**src/rtl/if_stage_if.sv**
```systemverilog
// Fetch-stage bus: redirect input, instruction-memory read channel and decode packet channel.
// The master modport is the fetch stage itself; the slave modport is its environment.
interface if_stage_if;
   logic        i_if_redirect;
   logic [63:0] i_if_redirect_pc;
   logic        o_if_rd_req;
   logic [63:0] o_if_rd_addr;
   logic        i_if_rd_ack;
   logic [31:0] i_if_rd_data;
   logic        o_if_fetched_req;
   logic        i_if_fetched_ack;
   logic [63:0] o_if_pc;
   logic [31:0] o_if_inst;
   logic [63:0] o_if_pc_old;
   logic [63:0] o_if_pc_pred;

   modport master (
      input  i_if_redirect, i_if_redirect_pc, i_if_rd_ack, i_if_rd_data, i_if_fetched_ack,
      output o_if_rd_req, o_if_rd_addr, o_if_fetched_req, o_if_pc, o_if_inst,
      o_if_pc_old, o_if_pc_pred
   );

   modport slave (
      output i_if_redirect, i_if_redirect_pc, i_if_rd_ack, i_if_rd_data, i_if_fetched_ack,
      input  o_if_rd_req, o_if_rd_addr, o_if_fetched_req, o_if_pc, o_if_inst,
      o_if_pc_old, o_if_pc_pred
   );
endinterface

```
**src/rtl/if_stage.sv**
```systemverilog
// Instruction fetch stage: one read in flight, one packet offered to decode, redirect with
// deferred flush so an outstanding memory read is always allowed to complete.
module if_stage #(
   parameter logic [63:0] RESET_PC = 64'h0000_0000_8000_0000
) (
   input  logic       clk,
   input  logic       rst,
   if_stage_if.master bus
);

   typedef enum logic [1:0] {
      ST_REQ  = 2'd0,
      ST_HOLD = 2'd1,
      ST_NEXT = 2'd2
   } state_t;

   state_t      r_state;
   logic        r_rd_req;
   logic        r_fetched_req;
   logic [63:0] r_fetch_pc;
   logic        r_flush;
   logic [63:0] r_flush_pc;
   logic [63:0] r_pc;
   logic [31:0] r_inst;
   logic [63:0] r_pc_old;

   logic [63:0] w_redir_pc;
   logic [63:0] w_pc_inc;
   logic        w_handshake;

   assign w_redir_pc  = bus.i_if_redirect_pc & ~64'h3;
   assign w_pc_inc    = r_pc + 64'd4;
   assign w_handshake = r_fetched_req & bus.i_if_fetched_ack;

   always_ff @(posedge clk) begin
      if (rst) begin
         r_state       <= ST_NEXT;
         r_rd_req      <= 1'b0;
         r_fetched_req <= 1'b0;
         r_fetch_pc    <= RESET_PC;
         r_flush       <= 1'b0;
         r_flush_pc    <= '0;
         r_pc          <= '0;
         r_inst        <= '0;
         r_pc_old      <= '0;
      end else begin
         case (r_state)
            ST_REQ: begin
               // A read is never cancelled on the bus; stale data is dropped when it returns.
               if (bus.i_if_rd_ack) begin
                  if (bus.i_if_redirect) begin
                     r_fetch_pc <= w_redir_pc;
                     r_flush    <= 1'b0;
                  end else if (r_flush) begin
                     r_fetch_pc <= r_flush_pc;
                     r_flush    <= 1'b0;
                  end else begin
                     r_pc          <= r_fetch_pc;
                     r_inst        <= bus.i_if_rd_data;
                     r_state       <= ST_HOLD;
                     r_rd_req      <= 1'b0;
                     r_fetched_req <= 1'b1;
                  end
               end else if (bus.i_if_redirect) begin
                  r_flush    <= 1'b1;
                  r_flush_pc <= w_redir_pc;
               end
            end
            ST_HOLD: begin
               if (w_handshake) begin
                  r_pc_old      <= r_pc;
                  r_fetch_pc    <= bus.i_if_redirect ? w_redir_pc : w_pc_inc;
                  r_state       <= ST_NEXT;
                  r_fetched_req <= 1'b0;
               end else if (bus.i_if_redirect) begin
                  r_fetch_pc    <= w_redir_pc;
                  r_state       <= ST_REQ;
                  r_rd_req      <= 1'b1;
                  r_fetched_req <= 1'b0;
               end
            end
            ST_NEXT: begin
               if (bus.i_if_redirect) begin
                  r_fetch_pc <= w_redir_pc;
               end
               r_state  <= ST_REQ;
               r_rd_req <= 1'b1;
            end
            default: begin
               r_state       <= ST_NEXT;
               r_rd_req      <= 1'b0;
               r_fetched_req <= 1'b0;
            end
         endcase
      end
   end

   // Packet fields are forced to zero whenever no packet is offered.
   assign bus.o_if_rd_req      = r_rd_req;
   assign bus.o_if_rd_addr     = r_fetch_pc;
   assign bus.o_if_fetched_req = r_fetched_req;
   assign bus.o_if_pc          = r_fetched_req ? r_pc     : 64'd0;
   assign bus.o_if_inst        = r_fetched_req ? r_inst   : 32'd0;
   assign bus.o_if_pc_pred     = r_fetched_req ? w_pc_inc : 64'd0;
   assign bus.o_if_pc_old      = r_pc_old;

endmodule

```
**src/flat_wrapper.sv**
```systemverilog
// flat-port wrapper written by rule: the top's interface ports become plain ports
module if_stage_flat 
#(
   parameter logic [63:0] RESET_PC = 64'h0000_0000_8000_0000
)
  (clk, rst, bus_i_if_redirect, bus_i_if_redirect_pc, bus_i_if_rd_ack, bus_i_if_rd_data, bus_i_if_fetched_ack, bus_o_if_rd_req, bus_o_if_rd_addr, bus_o_if_fetched_req, bus_o_if_pc, bus_o_if_inst, bus_o_if_pc_old, bus_o_if_pc_pred);
  if_stage_if bus_i ();
  input  logic clk;
  input  logic rst;
  input wire logic [$bits(bus_i.i_if_redirect)-1:0] bus_i_if_redirect;
  input wire logic [$bits(bus_i.i_if_redirect_pc)-1:0] bus_i_if_redirect_pc;
  input wire logic [$bits(bus_i.i_if_rd_ack)-1:0] bus_i_if_rd_ack;
  input wire logic [$bits(bus_i.i_if_rd_data)-1:0] bus_i_if_rd_data;
  input wire logic [$bits(bus_i.i_if_fetched_ack)-1:0] bus_i_if_fetched_ack;
  output wire logic [$bits(bus_i.o_if_rd_req)-1:0] bus_o_if_rd_req;
  output wire logic [$bits(bus_i.o_if_rd_addr)-1:0] bus_o_if_rd_addr;
  output wire logic [$bits(bus_i.o_if_fetched_req)-1:0] bus_o_if_fetched_req;
  output wire logic [$bits(bus_i.o_if_pc)-1:0] bus_o_if_pc;
  output wire logic [$bits(bus_i.o_if_inst)-1:0] bus_o_if_inst;
  output wire logic [$bits(bus_i.o_if_pc_old)-1:0] bus_o_if_pc_old;
  output wire logic [$bits(bus_i.o_if_pc_pred)-1:0] bus_o_if_pc_pred;
  assign bus_i.i_if_redirect = bus_i_if_redirect;
  assign bus_i.i_if_redirect_pc = bus_i_if_redirect_pc;
  assign bus_i.i_if_rd_ack = bus_i_if_rd_ack;
  assign bus_i.i_if_rd_data = bus_i_if_rd_data;
  assign bus_i.i_if_fetched_ack = bus_i_if_fetched_ack;
  assign bus_o_if_rd_req = bus_i.o_if_rd_req;
  assign bus_o_if_rd_addr = bus_i.o_if_rd_addr;
  assign bus_o_if_fetched_req = bus_i.o_if_fetched_req;
  assign bus_o_if_pc = bus_i.o_if_pc;
  assign bus_o_if_inst = bus_i.o_if_inst;
  assign bus_o_if_pc_old = bus_i.o_if_pc_old;
  assign bus_o_if_pc_pred = bus_i.o_if_pc_pred;
  if_stage #(.RESET_PC(RESET_PC)) u_core (.clk(clk), .rst(rst), .bus(bus_i));
endmodule
```
**config.mk**
```make
export PLATFORM = sky130hd
export DESIGN_NAME = if_stage_flat
export DESIGN_NICKNAME = d
export VERILOG_FILES = /design/src/rtl/if_stage_if.sv /design/src/rtl/if_stage.sv /design/src/flat_wrapper.sv
export SDC_FILE = /design/constraint.sdc
export NUM_CORES = 1
export LEC_CHECK = 0
export ABC_AREA = 1
export ABC_CLOCK_PERIOD_IN_PS = 4000
export CAP_MARGIN = 15
export CORE_MARGIN = 1.5
export CORE_UTILIZATION = 45
export DETAILED_ROUTE_END_ITERATION = 12
export PLACE_DENSITY_LB_ADDON = 0.05
export SLEW_MARGIN = 20
export SYNTH_ARGS = -nofsm -noshare
export SYNTH_HDL_FRONTEND = slang
export SYNTH_SLANG_ARGS = --single-unit
```
**constraint.sdc**
```tcl
create_clock -name clk -period 4 [get_ports clk]
set_input_delay 1.2 -clock clk [delete_from_list [all_inputs] [get_ports clk]]
set_output_delay 1.2 -clock clk [all_outputs]
set_load 0.05 [all_outputs]
```
==> flow_summary.toml <==
[worst_setup_path]
critical-path-max-stage-delay_ps = 340
reg2reg_depth = 8
timing.rr.end = "u_core.bus.o_if_rd_addr[6]$_SDFFE_PP0P_"
r2r_setup_slack_ps = 1370
cp.arrival_ps = 2730
path_cells = "buf_4 -> nand3_2 -> nor2_4 -> nand2_1 -> inv_1 -> nand2_1 -> xnor2_2 -> inv_1 -> nor2_2 -> buf_12"
crit_path_start_kind = "flop"
slowest_stage = "dfxtp_1"
cp-end-kind = "primary output"
crit_type = "flop to primary output"
r2r-start = "u_core.r_state[0]$_SDFFE_PP0P_"
cp_max_fo = 7
required_ps = 2800

[grt]
grt_pass1_wl_um = 112100
grt_max_degree = 101
grt_pass1_vias = 18698
antenna_found_initial = 2
grt_use_total = 0.3805
overflow = 0

[place]
dp_cells = 3650
port_buffers = 388
place_area_mm2 = 0.02196
dpl.hpwl_um = 54790
place_congestion = 0.9749
pre_cts_ws_ps = 500.7

[timing]
timing.final.crit_period_ps = 3932
fmax_mhz = 254.3
slew_viol_final = 0
final-hold-violation-count = 0
rsz0062_at_grt = "yes"
worstMarginPinSlew_ps = 1124
finClkSkew_ps = 28.24
timing.hold.ws_ps = 463.0
fin_crit_sh = 0.9830
totalNegativeSetupSlack_ps = 0
slew_headroom = 0.2460
layout_setup_ws_ps = 67.81
setup_viol = 0

[power_and_ir_drop]
ir_worst_vdd_uv = 332.7
cellPowerDensity_mw_per_mm2 = 382.8
leakagePower_nw = 10.56

[cts]
numCtsBuffers = 35
cts_tree = "built"
h-tree-depth = 2
clk_pin_slew_ps = 60
cts.sinks = 291
cts-root-buf = "clkbuf_16"
clockBufferDepth = 3
clk_latency_ps = 570

[synth]
synth_flop_cell = "dfxtp_1"
syn_inst = 2872
yosys-top-cells-area = "dfxtp_1, nand2_1, nor2_1"
yosysUniqueCellTypes = 37
synth_top_area_share = 0.3437
synthMostInstantiatedCell = "nand2_1"
synth_edf_count = 0
yosys.area.top_type = "dfxtp_1"
ys_seq_area_frac = 0.3437
syn_area_mm2 = 0.01695
syn_nets = 2978
ys_warn_count = 0
syn_avg_cell_area_um2 = 5.901
synth_common_cells = "nand2_1, nor2_1, o21ai_0, inv_1, a21oi_1"
ys_ff_latch = 291
async_flop_share = 0

[drt]
viasPerCell = 5.546
drtPass1Iterations = 6
first_iter_violations = 2544
drc = 0
vias = 20602
wirelength_um = 75690
wl_per_cell_um = 20.37
postRouteAntennaNets = 0

[hold_path]
whs_path_depth = 2
whs_endpoint = "u_core.r_flush_pc[2]$_SDFFE_PP0P_"
hp-class = "flop to flop"
min_from = "u_core.r_flush_pc[2]$_SDFFE_PP0P_"

[finish]
fin_cells = 3715
area_growth_pct = 37.25
seq_area_mm2 = 0.005849
fin_area_mm2 = 0.02326
multi_input_area_mm2 = 0.009374
fin_nets = 3291
nFillCells = 3401
final_layout_size_suffix_gt1_frac = 0.08411

[die]
die_w_um = 197.1
start_util = 0.4596
die_y_um = 197.1
row_count = 70
pin_count = 391
core_area_mm2 = 0.03687
die_area_mm2 = 0.03883

[flow_run]
cap_violations = 0

[outcome]
status = "finished, final reports clean"
## kinds of logic after synthesis
logic type,share of synthesized area
AND/OR/NAND/NOR,0.3345
buffers and inverters,0.1084
XOR/XNOR,0.01639
adder cells (fa/ha/maj),0.003691
AO/OA/AOI/OAI,0.1933
flip-flops,0.3437
## sequential cells by signal, indices dropped and copies added (netlist names)
name,flops
u_core.bus.o_if_fetched_req,1
u_core.bus.o_if_pc_old,64
u_core.bus.o_if_rd_addr,64
u_core.bus.o_if_rd_req,1
u_core.r_flush,1
u_core.r_flush_pc,62
u_core.r_inst,32
u_core.r_pc,64
u_core.r_state,2
## layout make-up
type                            count  share of cell area
Inverter                          303             0.04916
Clock buffer                       49             0.04292
Sequential cell                   291              0.2515
Clock inverter                     13            0.008499
Multi-Input combinational cell   2102              0.4030
Timing Repair Buffer              452              0.2177
Tap cell                          504             0.02711
Antenna cell                        1           0.0001076
## power by group
group          switching, mW  leakage, nW  total (mW)  internal (mW)
Combinational           1.45         7.60        2.14          0.695
Clock                   1.38        0.586        3.40           2.02
Sequential             0.270         2.38        3.36           3.09
Total                   3.10         10.6        8.91           5.81
## metal layers
layer,share of wire,GRT usage,routed length [µm]
met5,0,0,0
met4,0.033,0.1264,2501
met3,0.11,0.08178,8648
met2,0.44,0.5821,33150
met1,0.41,0.5307,31390
## critical path, delay by kind of cell, from the launching register on
kind / cells / cell delay [ps]
flip-flops: 1 / 340
AND/OR/NAND/NOR: 5 / 880
XOR/XNOR: 1 / 330
buffers and inverters: 4 / 600
## cell usage in the layout, fill, tap and decap left out, types with 14 or more instances in the layout
cell type	instances
nand3_1	92
nor2_2	19
clkbuf_16	35
dfxtp_1	274
buf_4	56
nand2_1	689
o21ai_1	14
clkdlybuf4s50_1	325
a21oi_1	292
buf_12	69
dfxtp_2	16
inv_1	292
nor2_1	580
o21ai_0	302
## what timing repair did
item / in CTS / in global routing
pin swaps: 0 / 2
cloned: 0 / 0
hold buffers: 0 / 0
hold endpoints to repair: 0 / 0
resized for setup: 6 / 24
setup buffers: 0 / 2
setup endpoints to repair: 7 / 29
## how the worst max path moves through the flow
stage | startpoint | end | slack [ps] | cells past startpoint
final | u_core.r_pc[2]$_SDFFE_PP0P_ | bus_o_if_pc_pred[27] | 70 | 10
after global routing | u_core.r_pc[23]$_SDFFE_PP0P_ | bus_o_if_pc_pred[29] | -60 | 9
after CTS | u_core.r_pc[4]$_SDFFE_PP0P_ | bus_o_if_pc_pred[33] | 10 | 9
after detailed placement | u_core.r_pc[22]$_SDFFE_PP0P_ | bus_o_if_pc_pred[27] | 500 | 9
after global placement | u_core.r_pc[22]$_SDFFE_PP0P_ | bus_o_if_pc_pred[27] | 500 | 9
after floorplan | u_core.r_pc[2]$_SDFFE_PP0P_ | bus_o_if_pc_pred[60] | 620 | 9
## metrics by stage
| step | power [mW] | util |
|---|---|---|
| finish | 8.905 | 0.6308 |
| global route | 9.183 | 0.6308 |
| CTS | 8.865 | 0.6284 |
| detailed placement | 5.493 | 0.5955 |
| global placement | 5.445 | 0.5955 |
| floorplan | 4.625 | - |
Note: power is estimated with default switching activity, not from simulation.
